`src/rtl/counter_scheduler_pkg.sv`:
```
// Shared types and helpers for the shared-counter scheduler.
package counter_scheduler_pkg;

    localparam int unsigned DEFAULT_NUM_REQ = 4;
    localparam int unsigned DEFAULT_WIDTH   = 8;
    localparam int unsigned MAX_REQ         = 16;

    typedef enum logic [1:0] {
        IDLE = 2'd0,
        RUN  = 2'd1,
        DONE = 2'd2
    } state_t;

    // Binary requester index to a one-hot vector sized for the largest configuration.
    function automatic logic [MAX_REQ-1:0] onehot(input logic [3:0] idx);
        logic [MAX_REQ-1:0] v;
        v      = '0;
        v[idx] = 1'b1;
        return v;
    endfunction

endpackage

```
`src/rtl/counter_scheduler_rr_arbiter.sv`:
```
// Combinational round-robin pick: searches from ptr+1 upward, wrapping at NUM_REQ.
module rr_arbiter
    import counter_scheduler_pkg::*;
#(
    parameter int unsigned NUM_REQ = DEFAULT_NUM_REQ,
    parameter int unsigned IDX_W   = $clog2(NUM_REQ)
) (
    input  logic [NUM_REQ-1:0] req,
    input  logic [IDX_W-1:0]   ptr,
    output logic [NUM_REQ-1:0] gnt,
    output logic [IDX_W-1:0]   idx,
    output logic               valid
);

    logic [IDX_W-1:0] cand;

    // First requester found after the last winner takes the grant.
    always_comb begin
        valid = 1'b0;
        idx   = '0;
        cand  = '0;
        for (int unsigned k = 1; k <= NUM_REQ; k++) begin
            cand = IDX_W'((32'(ptr) + k) % NUM_REQ);
            if (!valid && req[cand]) begin
                valid = 1'b1;
                idx   = cand;
            end
        end
        gnt = valid ? NUM_REQ'(onehot(4'(idx))) : '0;
    end

endmodule

```
`src/rtl/counter_scheduler.sv`:
```
// Time-shares one 0..Target up-counter among NUM_REQ round-robin requesters.
module counter_scheduler
    import counter_scheduler_pkg::*;
#(
    parameter int unsigned NUM_REQ = DEFAULT_NUM_REQ,
    parameter int unsigned WIDTH   = DEFAULT_WIDTH
) (
    input  logic                     Clk,
    input  logic                     rst,
    input  logic [NUM_REQ-1:0]       Req,
    input  logic [NUM_REQ*WIDTH-1:0] Len,
    output logic [NUM_REQ-1:0]       Gnt,
    output logic [NUM_REQ-1:0]       Done,
    output logic                     Busy,
    output logic [WIDTH-1:0]         Count
);

    localparam int unsigned IDX_W = $clog2(NUM_REQ);

    state_t             state;
    logic [IDX_W-1:0]   ptr;
    logic [IDX_W-1:0]   win;
    logic [WIDTH-1:0]   target;
    logic [NUM_REQ-1:0] arb_gnt;
    logic [IDX_W-1:0]   arb_idx;
    logic               arb_valid;

    rr_arbiter #(
        .NUM_REQ (NUM_REQ),
        .IDX_W   (IDX_W)
    ) u_arb (
        .req   (Req),
        .ptr   (ptr),
        .gnt   (arb_gnt),
        .idx   (arb_idx),
        .valid (arb_valid)
    );

    // Scheduler FSM with the shared counter and all outputs registered.
    always_ff @(posedge Clk) begin
        if (rst) begin
            state  <= IDLE;
            Gnt    <= '0;
            Done   <= '0;
            Busy   <= 1'b0;
            Count  <= '0;
            ptr    <= IDX_W'(NUM_REQ - 1);
            win    <= '0;
            target <= '0;
        end else begin
            case (state)
                IDLE: begin
                    Done  <= '0;
                    Count <= '0;
                    if (arb_valid) begin
                        Gnt    <= arb_gnt;
                        Busy   <= 1'b1;
                        win    <= arb_idx;
                        ptr    <= arb_idx;
                        target <= Len[arb_idx*WIDTH +: WIDTH];
                        state  <= RUN;
                    end else begin
                        Gnt  <= '0;
                        Busy <= 1'b0;
                    end
                end
                RUN: begin
                    if (!Req[win]) begin
                        Gnt   <= '0;
                        Busy  <= 1'b0;
                        Count <= '0;
                        state <= IDLE;
                    end else if (Count == target) begin
                        // Compare precedes increment, so an all-ones target never wraps.
                        Done  <= Gnt;
                        state <= DONE;
                    end else begin
                        Count <= Count + WIDTH'(1);
                    end
                end
                DONE: begin
                    Done  <= '0;
                    Gnt   <= '0;
                    Busy  <= 1'b0;
                    Count <= '0;
                    state <= IDLE;
                end
                default: begin
                    Done  <= '0;
                    Gnt   <= '0;
                    Busy  <= 1'b0;
                    Count <= '0;
                    state <= IDLE;
                end
            endcase
        end
    end

endmodule

```
`config.mk`:
```
export PLATFORM = sky130hd
export DESIGN_NAME = counter_scheduler
export DESIGN_NICKNAME = d
export VERILOG_FILES = /design/src/rtl/counter_scheduler_pkg.sv /design/src/rtl/counter_scheduler_rr_arbiter.sv /design/src/rtl/counter_scheduler.sv
export SDC_FILE = /design/constraint.sdc
export NUM_CORES = 1
export LEC_CHECK = 0
export CAP_MARGIN = 5
export CORE_ASPECT_RATIO = 2
export CORE_UTILIZATION = 45
export DETAILED_ROUTE_END_ITERATION = 6
export GPL_ROUTABILITY_DRIVEN = 0
export MAX_ROUTING_LAYER = met4
export PLACE_DENSITY = 0.79
export SLEW_MARGIN = 20
export SYNTH_ARGS = -nofsm -noshare
export SYNTH_HDL_FRONTEND = slang
export SYNTH_SLANG_ARGS = --single-unit
```
`constraint.sdc`:
```
create_clock -name Clk -period 2.08 [get_ports Clk]
set_clock_uncertainty 0.2 [all_clocks]
set_input_delay 0.416 -clock Clk [delete_from_list [all_inputs] [get_ports Clk]]
set_output_delay 0.416 -clock Clk [all_outputs]
set_load 0.01 [all_outputs]
```
Word-level counts from Yosys, hierarchy flattened --
Index checks and enable logic that the tools add are counted.
Word-level totals: bits in registers 31, word-level logic and storage cells 71
Operators by class: reduce and logical (&&, ||, !) cells 13, multiplexer cells 30, add/subtract/negate cells 5, eq/ne operators 5, shift operators 1, bitwise logic cells 2, $lt $le $gt $ge 7
Operators with widths (number):
- $shiftx A32 B6 Y8 | 1
- $lt A2 B3 Y1 const B | 5
- $mux W2 | 7
- $mux W1 | 12
- $bmux W1 S2 | 5
- $add A8 B1 Y8 const B | 1
- $eq A8 B8 Y1 | 1
- $mux W4 | 2
- $pmux W4 S2 | 1
- $reduce_and A2 Y1 | 3
- $lt A2 B5 Y1 const B | 1
- $add A2 B1 Y2 const B | 2
- $add A2 B2 Y2 const B | 2
- $logic_and A1 B1 Y1 | 4
- $ne A2 B2 Y1 const B | 2
- $pmux W2 S2 | 1
- $logic_not A1 Y1 | 3
- $ne A3 B3 Y1 const B | 1
- $reduce_or A3 Y1 | 1
- $demux W1 S2 | 1
- $eq A2 B1 Y1 const B | 1
- $ge A2 B1 Y1 const B | 1
- $logic_not A2 Y1 | 1
- $not A1 Y1 | 2
- other kinds (2) | 2

Logic depth before layout (Yosys ltp) --
Gate-level depths: netlist (run 1).
depth in word-level cells 19, mapped depth 7, mapped depth without buffers 5

Cells and area by module --
A second synthesis (run 1) with hierarchy kept.
Unflattened totals: cell total of the unflattened synthesis 201, area, all modules 1793.0 sq um
By module, submodules not included:
- counter_scheduler | area an instance 1570.3 sq um, times used 1, cells an instance 167
- rr_arbiter | area an instance 222.7 sq um, times used 1, cells an instance 34

Worst setup path before layout (run 1) --
Ideal clock, no wire load.
path kind register to register, from reg Count[3], to reg Count[7], data required time 1807 ps, data arrival time 1691 ps, setup time 73 ps, slack 116 ps, stages on the path, launching flop included 8, cells stage by stage dfxtp_1 clkbuf_2 xor2_1 nor4_2 and2_1 buf_6 or4_1 a21oi_1
Between the ends: longest elaborated chain between the ends 1
RTL lines:
- start, declared | line counter_scheduler.sv:15 | output logic [WIDTH-1:0] Count
- start signal, assigned | line counter_scheduler.sv:78 | Count <= Count + WIDTH'(1);
- $add A8 B1 Y8 / $eq A8 B8 Y1 (equally long branches) | line counter_scheduler.sv:78, counter_scheduler.sv:73
Parallel ways exist; a longest one is shown, timed or not. A chain may end at the register's enable or synchronous reset.

Worst setup path after layout (run 1) --
from in Req[3], to reg target[5]
Between the ends: longest elaborated chain between the ends 13
RTL lines:
- start, declared | line counter_scheduler.sv:10 | input logic [NUM_REQ-1:0] Req,
- $bmux W1 S2 | line counter_scheduler_rr_arbiter.sv:24 | if (!valid && req[cand]) begin
- $mux W1 (not written as such) | line counter_scheduler_rr_arbiter.sv:24
- $mux W1 | line counter_scheduler_rr_arbiter.sv:24
- $logic_not A1 Y1 | line counter_scheduler_rr_arbiter.sv:24
- $logic_and A1 B1 Y1 | line counter_scheduler_rr_arbiter.sv:24
- $mux W1 | line counter_scheduler_rr_arbiter.sv:24
- $logic_not A1 Y1 | line counter_scheduler_rr_arbiter.sv:24
- $logic_and A1 B1 Y1 | line counter_scheduler_rr_arbiter.sv:24
- $mux W1 | line counter_scheduler_rr_arbiter.sv:24
- $logic_not A1 Y1 | line counter_scheduler_rr_arbiter.sv:24
- $logic_and A1 B1 Y1 | line counter_scheduler_rr_arbiter.sv:24
- $mux W2 / $mux W1 (equally long branches) | line counter_scheduler_rr_arbiter.sv:24
- $shiftx A32 B6 Y8 / $reduce_and A2 Y1 (equally long branches)
- end signal, assigned | line counter_scheduler.sv:60 | target <= Len[arb_idx*WIDTH +: WIDTH];
- end, declared | line counter_scheduler.sv:23 | logic [WIDTH-1:0] target;
Parallel ways exist; a longest one is shown, timed or not. The select of a mux whose other input is x is not followed.

==> key figures, run 1 <==
Setup path
  – Worst EP arrival: 1.97 ns
  – CP startpoint kind: input pin
  – Setup crit end kind: register
  – FF-to-FF End: target[5]$_SDFFE_PP0P_
  – Worst Path Required: 2.05 ns
  – CP Max Fanout: 7
  – Reg-to-Reg Start: ptr[1]$_SDFFE_PP1P_
  – R2R cell count: 7
  – Setup slack, reg-to-reg: 0.10 ns
  – Critical path class: in -> reg

Detailed routing
  – DRC viols: 0
  – Via Count: 1,780
  – WL final: 4590 um
  – Drt wl/cell: 14.4 um
  – Post-DRT Antenna Nets: 0
  – Routed vias/inst: 5.56
  – Pre-antenna DRT Iters: 4
  – DR iter-0 viols: 43

Clock tree
  – CTS Root Cell: clkbuf_8
  – Cts bufs inserted: 5
  – Sink Count: 31
  – CTS tree: yes
  – H-tree Lvls: 2
  – Clk pin slew, worst setup/hold paths: 0.07 ns
  – Hold Buf Count CTS: 0
  – Later-pin clock latency in the skew report: 0.28 ns
  – Clock Tree Buf Depth: 2

Layout
  – Final std cells w/o fill: 320
  – Util after Layout: 76.9%
  – Total Nets Final: 310
  – Synthesis-to-finish area growth: 59.5%
  – Antenna cells: 0
  – Final std cell area, no fill: 2660 um^2
  – Share of layout cells above drive strength 1: 19.1%

Synth
  – Sequential share of the synthesized area: 37.3%
  – Post-synthesis cell area: 1660 um^2
  – Syn_nets: 231
  – Post-synthesis cell type count: 41
  – FF+latch count, synth: 31
  – Synthesis Warnings: 0
  – Synth Instances: 192
  – Average size of a mapped cell: 8.67 um^2

Global routing
  – Total GRT Usage: 27.6%
  – First-pass GRT wire length: 7930 um
  – Vias in the first global route: 1,817
  – Total gr overflow: 0
  – Number of antenna violations at the first check in global routing: 0
  – Largest net degree at the start of global routing: 11

Run
  – Max-Cap Viols: 0

Floorplanning
  – I/O pin cnt: 55
  – Core area: 3450 um^2
  – Die H: 88 um
  – Initial Utilization: 48.2%
  – Row count: 30
  – Die width: 45 um
  – DIE AREA: 3960 um^2

Power and ir drop
  – PnR Total Power: 1.93 mW
  – PwrDens: 728 nW/um^2
  – Combinational share of power: 31.7%
  – Sw frac: 29.7%
  – Sw Pwr: 0.574 mW
  – Part of the power in registers: 36.2%
  – Clock power share: 32.1%
  – Static Leak: 1.06 nW
  – Int Pwr: 1.36 mW
  – Worst IR Drop VDD: 0.540 mV

Min path
  – Hold crit path type: reg -> reg
  – Hold path cells: 2
  – Hold Crit Start: Done[1]$_SDFFE_PP0P_
  – Hold Path Sink: Done[1]$_SDFFE_PP0P_

Timing
  – Peak Freq: 0.502 GHz
  – Slew Limit Fails: 0
  – Setup violators final: 0
  – Hold Slack: 0.255 ns
  – Setup TNS: 0 ns
  – Max-slew headroom: 74.8%
  – Final hold violation count: 0
  – Period utilization: 95.7%
  – Final min period: 1.99 ns
  – Actual slew at the worst max-slew pin: 0.377 ns
  – Final worst slack: 0.0888 ns

Placement
  – Setup WS pre-CTS: -0.507 ns
  – Placed inst area: 2430 um^2
  – DP Wirelength: 3470 um
  – Inst Count DP: 310
  – I/O Buffers: 54

Outcome
  – Outcome: completed
power by group through the flow:
| stage | logic (mW) | clock network, mW | registers, mW |
|---|---|---|---|
| floorplan | 0.301 | 0 | 0.700 |
| global placement | 0.542 | 0 | 0.709 |
| detailed placement | 0.551 | 0 | 0.709 |
| CTS | 0.596 | 0.627 | 0.698 |
| global route | 0.667 | 0.649 | 0.706 |
| finish | 0.613 | 0.621 | 0.700 |
worst max-delay path, cell delays in order:
cell	delay [ns]
dlygate4sd2_1	0.28
buf_4	0.16
mux2i_2	0.19
o21ai_1	0.11
buf_4	0.16
nor2_4	0.14
buf_12	0.14
mux2i_1	0.29
a21boi_2	0.08
state kept, by name (all words and copies together), names as in the netlist:
name and cells:
Busy 1, Count 8, Done 4, Gnt 4
ptr 2, state 2, target 8, win 2
cell families (layout without fill, tap and decap cells):
logic type	Yosys count	after routing	share of synthesized area, %
simple gates	71	71	21.1
compound gates	53	53	22.8
flops	31	31	37.3
xor+xnor	14	14	7.37
mux	11	11	7.37
buf+inv	11	91	3.31
fa+ha+maj	1	1	0.752
worst max path at each step:
stage / start / end / slack [ns] / depth (start not counted)
6_report: Req[3] / target[5]$_SDFFE_PP0P_ / 0.09 / 9
5_1_grt: Req[3] / target[3]$_SDFFE_PP0P_ / -0.03 / 9
4_1_cts: Req[2] / Gnt[0]$_SDFFE_PP0P_ / 0.02 / 5
3_5_place_dp: Req[0] / target[4]$_SDFFE_PP0P_ / -0.51 / 6
3_3_place_gp: Req[0] / target[4]$_SDFFE_PP0P_ / -0.46 / 6
2_1_floorplan: Count[3]$_SDFFE_PP0P_ / Count[7]$_SDFFE_PP0P_ / 0.12 / 7
cell type report:
class / count / area [um^2]
Multi-Input combinational cell: 150 / 1070
Timing Repair Buffer: 81 / 779
Fill cell: 255 / 798
Clock buffer: 6 / 82.6
Tap cell: 48 / 60.1
Sequential cell: 31 / 621
Inverter: 2 / 7.51
Clock inverter: 2 / 35.0
metal layers:
layer | vias up | track usage [%] | share of wire (%)
met2 | 56 | 48.0 | 58
met5 | - | - | 0
met4 | 0 | 15.2 | 3.5
li1 | 870 | - | -
met1 | 839 | 27.9 | 36
met3 | 15 | 4.54 | 3.2
cell usage after synthesis (all sizes together):
cell | count | area (um^2)
mux2i | 10 | 100
mux4 | 1 | 22.5
and3 | 2 | 12.5
nor4 | 3 | 31.3
nand4 | 3 | 18.8
nor2b | 1 | 6.26
a311oi | 8 | 70.1
nand3 | 16 | 80.1
o21ai | 9 | 45.0
clkbuf | 5 | 21.3
or4 | 1 | 7.51
nor2 | 24 | 97.6
nand3b | 2 | 15.0
o2111a | 1 | 11.3
o21a | 1 | 7.51
a31oi | 3 | 25.0
a21o | 1 | 7.51
buf | 4 | 26.3
o21bai | 2 | 15.0
and2 | 2 | 12.5
a211oi | 1 | 7.51
ha | 1 | 12.5
inv | 2 | 7.51
nand2 | 13 | 48.8
o211ai | 1 | 7.51
a21boi | 10 | 75.1
xnor2 | 6 | 52.6
a32o | 4 | 40.0
nor3 | 3 | 15.0
o31ai | 1 | 7.51
xor2 | 8 | 70.1
or3 | 1 | 6.26
a21oi | 10 | 50.1
o21ba | 1 | 10.0
dfxtp | 31 | 621
repair_timing:
action | in CTS | in global routing
pin swaps | 3 | 3
buffers inserted | 2 | 0
gates resized for setup | 13 | 8
setup endpoints to repair | 14 | 12
cell usage in the layout, fill, tap and decap left out, drive strengths merged, types with 2 or more instances in the layout:
cell type | Yosys | routed
mux2i | 10 | 10
o21ai | 9 | 9
and2 | 2 | 2
o21bai | 2 | 2
nor3 | 3 | 3
nor2 | 24 | 24
inv | 2 | 2
nor4 | 3 | 3
dlygate4sd2 | 0 | 3
xnor2 | 6 | 6
xor2 | 8 | 8
a21oi | 10 | 10
dfxtp | 31 | 31
nand2 | 13 | 13
clkbuf | 5 | 6
nand3 | 16 | 16
a21boi | 10 | 10
and3 | 2 | 2
a32o | 4 | 4
buf | 4 | 27
a31oi | 3 | 3
clkdlybuf4s50 | 0 | 50
nand4 | 3 | 3
a311oi | 8 | 8
nand3b | 2 | 2
Power figures use the tool's default switching activity.
==> run 2, diff against run 1 <==
--- a/config.mk
+++ b/config.mk
@@ -5,12 +5,12 @@
 export SDC_FILE = /design/constraint.sdc
 export NUM_CORES = 1
 export LEC_CHECK = 0
+export ABC_CLOCK_PERIOD_IN_PS = 2080
 export CAP_MARGIN = 5
 export CORE_ASPECT_RATIO = 2
 export CORE_UTILIZATION = 45
 export DETAILED_ROUTE_END_ITERATION = 6
 export GPL_ROUTABILITY_DRIVEN = 0
-export MAX_ROUTING_LAYER = met4
 export PLACE_DENSITY = 0.79
 export SLEW_MARGIN = 20
 export SYNTH_ARGS = -nofsm -noshare
==> run 2 against run 1 <==
  * Clock-buffer cell count is the same
  * First-iteration DRC count decreased by 21%
  * Sequential cell count did not move
  * Die area unchanged
  * Critical endpoint unchanged
  * Worst hold slack about the same
  * Routed wire length is 0.50% higher
  * Register-to-register slack is essentially flat
  * Combinational power about the same
  * Largest cell class unchanged
  * Largest power group unchanged
  * Worst setup slack improved by 0.00052 ns
  * Clock power barely moved
  * Critical path depth unchanged
==> key figures, run 2 (synthesized netlist as in run 1, its figures left out) <==
Detailed routing
  – Pre-antenna DRT Iters: 4 (unchanged)
  – Post-DRT Antenna Nets: 0 (unchanged)
  – DRC viols: 0 (unchanged)
  – WL final: 4620 um (was 4590 um)
  – Via Count: 1,759 (was 1,780)
  – DR iter-0 viols: 34 (was 43)
  – Routed vias/inst: 5.50 (was 5.56)
  – Drt wl/cell: 14.4 um (about the same)

Global routing
  – Total gr overflow: 0 (unchanged)
  – Vias in the first global route: 1,813 (was 1,817)
  – Total GRT Usage: 26.8% (was 27.6%)
  – Largest net degree at the start of global routing: 11 (unchanged)
  – First-pass GRT wire length: 7930 um (unchanged)
  – Number of antenna violations at the first check in global routing: 0 (unchanged)

Clock tree
  – Later-pin clock latency in the skew report: 0.28 ns (about the same)
  – Cts bufs inserted: 5 (unchanged)
  – CTS Root Cell: clkbuf_8 (unchanged)
  – Hold Buf Count CTS: 0 (unchanged)
  – H-tree Lvls: 2 (unchanged)
  – CTS tree: yes (unchanged)
  – Clock Tree Buf Depth: 2 (unchanged)
  – Clk pin slew, worst setup/hold paths: 0.07 ns (about the same)
  – Sink Count: 31 (unchanged)

Setup path
  – Cell with the most instances on the worst path: buf_4 (unchanged)
  – Setup crit end kind: register (unchanged)
  – Reg-to-Reg Start: ptr[1]$_SDFFE_PP1P_ (unchanged)
  – Setup slack, reg-to-reg: 0.10 ns (about the same)
  – CP Max Fanout: 7 (unchanged)
  – Critical path class: in -> reg (unchanged)
  – CP startpoint kind: input pin (unchanged)
  – Crit-path cells: dlygate4sd2_1 -> buf_4 -> mux2i_2 -> o21ai_1 -> buf_4 -> nor2_4 -> buf_12 -> mux2i_1 -> a21boi_2 (unchanged)
  – Crit path capture: target[5]$_SDFFE_PP0P_ (unchanged)
  – Critical Path Source: Req[3] (unchanged)
  – R2R cell count: 7 (unchanged)
  – CP max stage delay: 0.29 ns (about the same)
  – FF-to-FF End: target[5]$_SDFFE_PP0P_ (unchanged)
  – CP max-delay cell: mux2i_1 (unchanged)
  – Worst EP arrival: 1.97 ns (about the same)
  – Worst Path Required: 2.06 ns (was 2.05 ns)

Timing
  – Period utilization: 95.7% (about the same)
  – Final hold violation count: 0 (unchanged)
  – Setup violators final: 0 (unchanged)
  – Peak Freq: 0.502 GHz (about the same)
  – Final min period: 1.99 ns (about the same)
  – Slew Limit Fails: 0 (unchanged)
  – Actual slew at the worst max-slew pin: 0.381 ns (was 0.377 ns)
  – Max-slew headroom: 74.5% (was 74.8%)
  – Setup TNS: 0 ns (unchanged)
  – Final worst slack: 0.0893 ns (was 0.0888 ns)

Floorplanning
  – Core area: 3450 um^2 (unchanged)
  – Initial Utilization: 48.2% (unchanged)
  – DIE AREA: 3960 um^2 (unchanged)
  – Die H: 88 um (unchanged)
  – Row count: 30 (unchanged)
  – Die width: 45 um (unchanged)
  – I/O pin cnt: 55 (unchanged)

Power and ir drop
  – PwrDens: 729 nW/um^2 (was 728 nW/um^2)
  – Worst IR Drop VDD: 0.540 mV (about the same)
  – Sw frac: 29.7% (about the same)
  – Int Pwr: 1.36 mW (about the same)
  – Part of the power in registers: 36.2% (about the same)
  – Clock power share: 32.0% (was 32.1%)
  – Static Leak: 1.06 nW (unchanged)
  – Sw Pwr: 0.574 mW (about the same)
  – Combinational share of power: 31.7% (about the same)

Layout
  – Commonest cells after routing, fill and taps aside: clkdlybuf4s50_1 (50), dfxtp_1 (31), buf_4 (24) (unchanged)
  – Synthesis-to-finish area growth: 59.5% (unchanged)
  – Total Nets Final: 310 (unchanged)
  – Antenna cells: 0 (unchanged)
  – Biggest regs: Count: 8 flops, target: 8 flops (unchanged)
  – Share of layout cells above drive strength 1: 19.1% (unchanged)
  – Final std cell area, no fill: 2660 um^2 (unchanged)
  – Most common cell after layout, fill and taps aside: clkdlybuf4s50_1 (unchanged)
  – Layout fillers: 255 (unchanged)

Placement
  – I/O Buffers: 54 (unchanged)
  – Placed inst area: 2430 um^2 (unchanged)
  – DP Wirelength: 3470 um (unchanged)
  – Setup WS pre-CTS: -0.507 ns (unchanged)

Run
  – Max-Cap Viols: 0 (unchanged)

Min path
  – Hold crit path type: reg -> reg (unchanged)
  – Hold Crit Start: Done[1]$_SDFFE_PP0P_ (unchanged)

Outcome
  – Outcome: completed (unchanged)
-- run 2: cell counts in the layout (fill, tap and decap cells not counted) --
Identical to the previous run, type by type.
-- run 2: area by class of cell --
type,count,area [um^2],area share (%)
Multi-Input combinational cell,150,1070,40.3
Timing Repair Buffer,81,779,29.4
Clock buffer,6,82.6,3.11
Clock inverter,2,35.0,1.32
Sequential cell,31,621,23.4
Tap cell,48,60.1,2.26
Inverter,2,7.51,0.283
-- run 2: how the worst min path moves through the flow --
stage	to	slack, ns	cells past startpoint
2_1_floorplan	win[1]$_SDFFE_PP0P_	0.24	2
3_3_place_gp	Busy$_SDFFE_PP0P_	0.24	1
3_5_place_dp	Done[1]$_SDFFE_PP0P_	0.25	2
4_1_cts	Done[1]$_SDFFE_PP0P_	0.26	2
5_1_grt	Done[2]$_SDFFE_PP0P_	0.28	2
6_report	Done[1]$_SDFFE_PP0P_	0.25	2
-- run 2: critical path, delay by kind of cell --
kind / cells / cell delay [ns]
and+or+nand+nor: 1 / 0.14
muxes: 2 / 0.48
buffers and inverters: 4 / 0.74
AOI/OAI and AO/OA: 2 / 0.19
-- run 2: through the flow --
step	instances	hold WS, ns	power, mW	utilization, %
after detailed placement	310	0.250	1.26	70.4
final	320	0.255	1.93	76.9
after global placement	310	0.235	1.25	70.4
after CTS	320	0.259	1.92	75.9
after global routing	320	0.281	2.02	76.9
after floorplan	192	0.241	1.00	-
-- run 2: repair_timing --
action | 4_1_cts | 5_1_grt
endpoints found under the setup margin | 14 | 12
cloned | 0 | 0
gates resized for setup | 13 | 8
pin swaps | 3 | 3
buffers inserted | 2 | 0
-- run 2: layer usage --
layer / part of all wire [%] / track usage (%)
met1: 37 / 27.9
met2: 58 / 48.0
met3: 2.4 / 4.54
met4: 2.8 / 15.2
met5: 0 / 0
-- run 2: power groups by stage --
stage               logic [mW]  registers, mW  clock network [mW]
floorplan                0.301          0.700                   0
global placement         0.542          0.709                   0
detailed placement       0.551          0.709                   0
CTS                      0.596          0.698               0.627
global route             0.667          0.706               0.649
finish                   0.614          0.701               0.620
==> run 3, diff against run 2 <==
--- a/config.mk
+++ b/config.mk
@@ -8,10 +8,11 @@
 export ABC_CLOCK_PERIOD_IN_PS = 2080
 export CAP_MARGIN = 5
 export CORE_ASPECT_RATIO = 2
-export CORE_UTILIZATION = 45
+export CORE_UTILIZATION = 47
+export CTS_BUF_LIST = sky130_fd_sc_hd__clkbuf_8
 export DETAILED_ROUTE_END_ITERATION = 6
 export GPL_ROUTABILITY_DRIVEN = 0
-export PLACE_DENSITY = 0.79
+export PLACE_DENSITY = 0.82
 export SLEW_MARGIN = 20
 export SYNTH_ARGS = -nofsm -noshare
 export SYNTH_HDL_FRONTEND = slang
==> run 3 against run 2 <==
  * Non-clock buffer count rose by 2
  * Sequential share of layout area rose by 0.62 points
  * Global-route usage rose by 1.3 points
  * Highest routed layer unchanged
==> key figures, run 3 (synthesized netlist as in run 1, its figures left out) <==
Outcome
  – Outcome: completed (unchanged)

Run
  – Max-Cap Viols: 0 (unchanged)

Floorplanning
  – Core area: 3380 um^2 (was 3450 um^2)
  – I/O pin cnt: 55 (unchanged)
  – Initial Utilization: 49.3% (was 48.2%)
  – DIE AREA: 3800 um^2 (was 3960 um^2)
  – Row count: 30 (unchanged)
  – Die width: 44.1 um (was 45 um)
  – Die H: 86.2 um (was 88 um)

Min path
  – Hold crit path type: reg -> reg (unchanged)
  – Hold path cells: 2 (unchanged)

Timing
  – Max-slew headroom: 62.1% (was 74.5%)
  – Period utilization: 95.9% (was 95.7%)
  – Setup TNS: 0 ns (unchanged)
  – Final min period: 1.99 ns (about the same)
  – Peak Freq: 0.501 GHz (was 0.502 GHz)
  – Actual slew at the worst max-slew pin: 0.565 ns (was 0.381 ns)
  – Slew Limit Fails: 0 (unchanged)
  – Setup violators final: 0 (unchanged)
  – Final hold violation count: 0 (unchanged)
  – RSZ-0062 raised after global routing: no

Layout
  – Area occupied by multi-input gates: 1050 um^2 (was 1070 um^2)
  – Seq. cell area: 621 um^2 (unchanged)
  – Share of layout cells above drive strength 1: 17.9% (was 19.1%)
  – Layout fillers: 256 (was 255)
  – Most common cell after layout, fill and taps aside: clkdlybuf4s50_1 (unchanged)
  – Commonest cells after routing, fill and taps aside: clkdlybuf4s50_1 (50), dfxtp_1 (31), buf_4 (27) (was clkdlybuf4s50_1 (50), dfxtp_1 (31), buf_4 (24))
  – Total Nets Final: 312 (was 310)
  – Synthesis-to-finish area growth: 55.4% (was 59.5%)
  – Biggest regs: Count: 8 flops, target: 8 flops (unchanged)
  – Antenna cells: 0 (unchanged)

Clock tree
  – Sink Count: 31 (unchanged)
  – H-tree Lvls: 2 (unchanged)
  – CTS Root Cell: clkbuf_8 (unchanged)
  – CTS tree: yes (unchanged)
  – Hold Buf Count CTS: 0 (unchanged)
  – Clk pin slew, worst setup/hold paths: 0.06 ns (was 0.07 ns)
  – Later-pin clock latency in the skew report: 0.29 ns (was 0.28 ns)
  – Clock Tree Buf Depth: 2 (unchanged)
  – Cts bufs inserted: 5 (unchanged)
  – Post-CTS Setup Bufs: 0 (was 2)

Power and ir drop
  – Static Leak: 1.05 nW (was 1.06 nW)
  – Clock power share: 26.8% (was 32.0%)
  – PwrDens: 691 nW/um^2 (was 729 nW/um^2)
  – Worst IR Drop VDD: 0.574 mV (was 0.540 mV)
  – PnR Total Power: 1.79 mW (was 1.93 mW)
  – Int Pwr: 1.22 mW (was 1.36 mW)
  – Sw Pwr: 0.564 mW (was 0.574 mW)
  – Sw frac: 31.6% (was 29.7%)
  – Part of the power in registers: 39.1% (was 36.2%)
  – Combinational share of power: 34.1% (was 31.7%)

Global routing
  – Number of antenna violations at the first check in global routing: 0 (unchanged)
  – Total gr overflow: 0 (unchanged)
  – Met1 Resource Use GR: 29.0% (was 27.9%)
  – Met2 Track Usage GR: 52.4% (was 48.0%)
  – Most Crowded Layer GR: met2 (unchanged)
  – First-pass GRT wire length: 8050 um (was 7930 um)
  – Vias in the first global route: 1,754 (was 1,813)
  – GR Layer Usage met3: 5.05% (was 4.54%)
  – Largest net degree at the start of global routing: 13 (was 11)
  – Total GRT Usage: 28.1% (was 26.8%)

Setup path
  – CP startpoint kind: register (was input pin)
  – CP Max Fanout: 5 (was 7)
  – Worst Path Required: 1.46 ns (was 2.06 ns)
  – R2R cell count: 7 (unchanged)
  – Reg-to-Reg Start: ptr[1]$_SDFFE_PP1P_ (unchanged)
  – Setup crit end kind: output pin (was register)
  – Critical path class: reg -> out (was in -> reg)
  – Crit path capture: Count[4] (was target[5]$_SDFFE_PP0P_)
  – FF-to-FF End: target[0]$_SDFFE_PP0P_ (was target[5]$_SDFFE_PP0P_)
  – Setup slack, reg-to-reg: 0.12 ns (was 0.10 ns)
  – Worst EP arrival: 1.38 ns (was 1.97 ns)
  – Critical Path Source: Count[4]$_SDFFE_PP0P_ (was Req[3])

Placement
  – I/O Buffers: 54 (unchanged)
  – DP Wirelength: 3660 um (was 3470 um)

Detailed routing
  – Routed vias/inst: 5.88 (was 5.50)
  – Drt wl/cell: 16.0 um (was 14.4 um)
  – DR iter-0 viols: 55 (was 34)
  – Post-DRT Antenna Nets: 0 (unchanged)
  – WL final: 4880 um (was 4620 um)
  – Pre-antenna DRT Iters: 6 (was 4)
  – Via Count: 1,794 (was 1,759)
  – DRC viols: 0 (unchanged)
[run 3: cell count changes in the layout (fill, tap and decap cells not counted), sizes merged]
cell | before | now
dlymetal6s2s | 1 | 0
buf | 27 | 29
clkdlybuf4s15 | 0 | 1
bufinv | 1 | 0
[run 3: power by group through the flow]
stage                     Combinational (mW)  Clock (mW)  Sequential [mW]
after global routing                   0.660       0.506            0.705
after detailed placement               0.575           0            0.708
after floorplan                        0.301           0            0.700
after CTS                              0.600       0.481            0.696
final                                  0.610       0.480            0.698
after global placement                 0.557           0            0.706
[run 3: worst max-delay path: stages, from the launching register on]
cell             delay, ns
dfxtp_1               0.39
buf_4                 0.17
clkdlybuf4s50_1       0.54
[run 3: repair_timing]
action,in CTS,in global routing
gates resized for setup,14,3
pin swaps,4,0
endpoints found under the setup margin,17,1
gates cloned,0,0
[run 3: layer usage]
metal	vias to the layer above	share of wire [%]
met5	-	0
met1	860	37
met4	0	2.3
met3	11	2.6
li1	868	-
met2	55	59
[run 3: layout make-up]
type	instances	share of cell area, %
Multi-Input combinational cell	150	40.6
Inverter	2	0.290
Tap cell	32	1.55
Clock inverter	1	0.194
Sequential cell	31	24.0
Clock buffer	6	3.19
Timing Repair Buffer	83	30.1
[run 3: how the worst min path moves through the flow]
stage | slack [ns] | start | endpoint
floorplan | 0.24 | win[1]$_SDFFE_PP0P_ | win[1]$_SDFFE_PP0P_
global placement | 0.24 | Busy$_SDFFE_PP0P_ | Busy$_SDFFE_PP0P_
detailed placement | 0.25 | Busy$_SDFFE_PP0P_ | Busy$_SDFFE_PP0P_
CTS | 0.26 | Done[0]$_SDFFE_PP0P_ | Done[0]$_SDFFE_PP0P_
global route | 0.27 | Done[3]$_SDFFE_PP0P_ | Done[3]$_SDFFE_PP0P_
finish | 0.25 | Done[3]$_SDFFE_PP0P_ | Done[3]$_SDFFE_PP0P_
[run 3: stage by stage]
stage	cell area [um^2]	hold slack, ns	utilization, %	cells	worst slack, ns
floorplan	1660	0.241	-	192	0.116
global placement	2440	0.238	72.2	298	-0.544
detailed placement	2440	0.248	72.2	298	-0.646
CTS	2570	0.257	76.2	305	0.0939
global route	2590	0.272	76.6	305	0.0165
finish	2590	0.253	76.6	305	0.0852
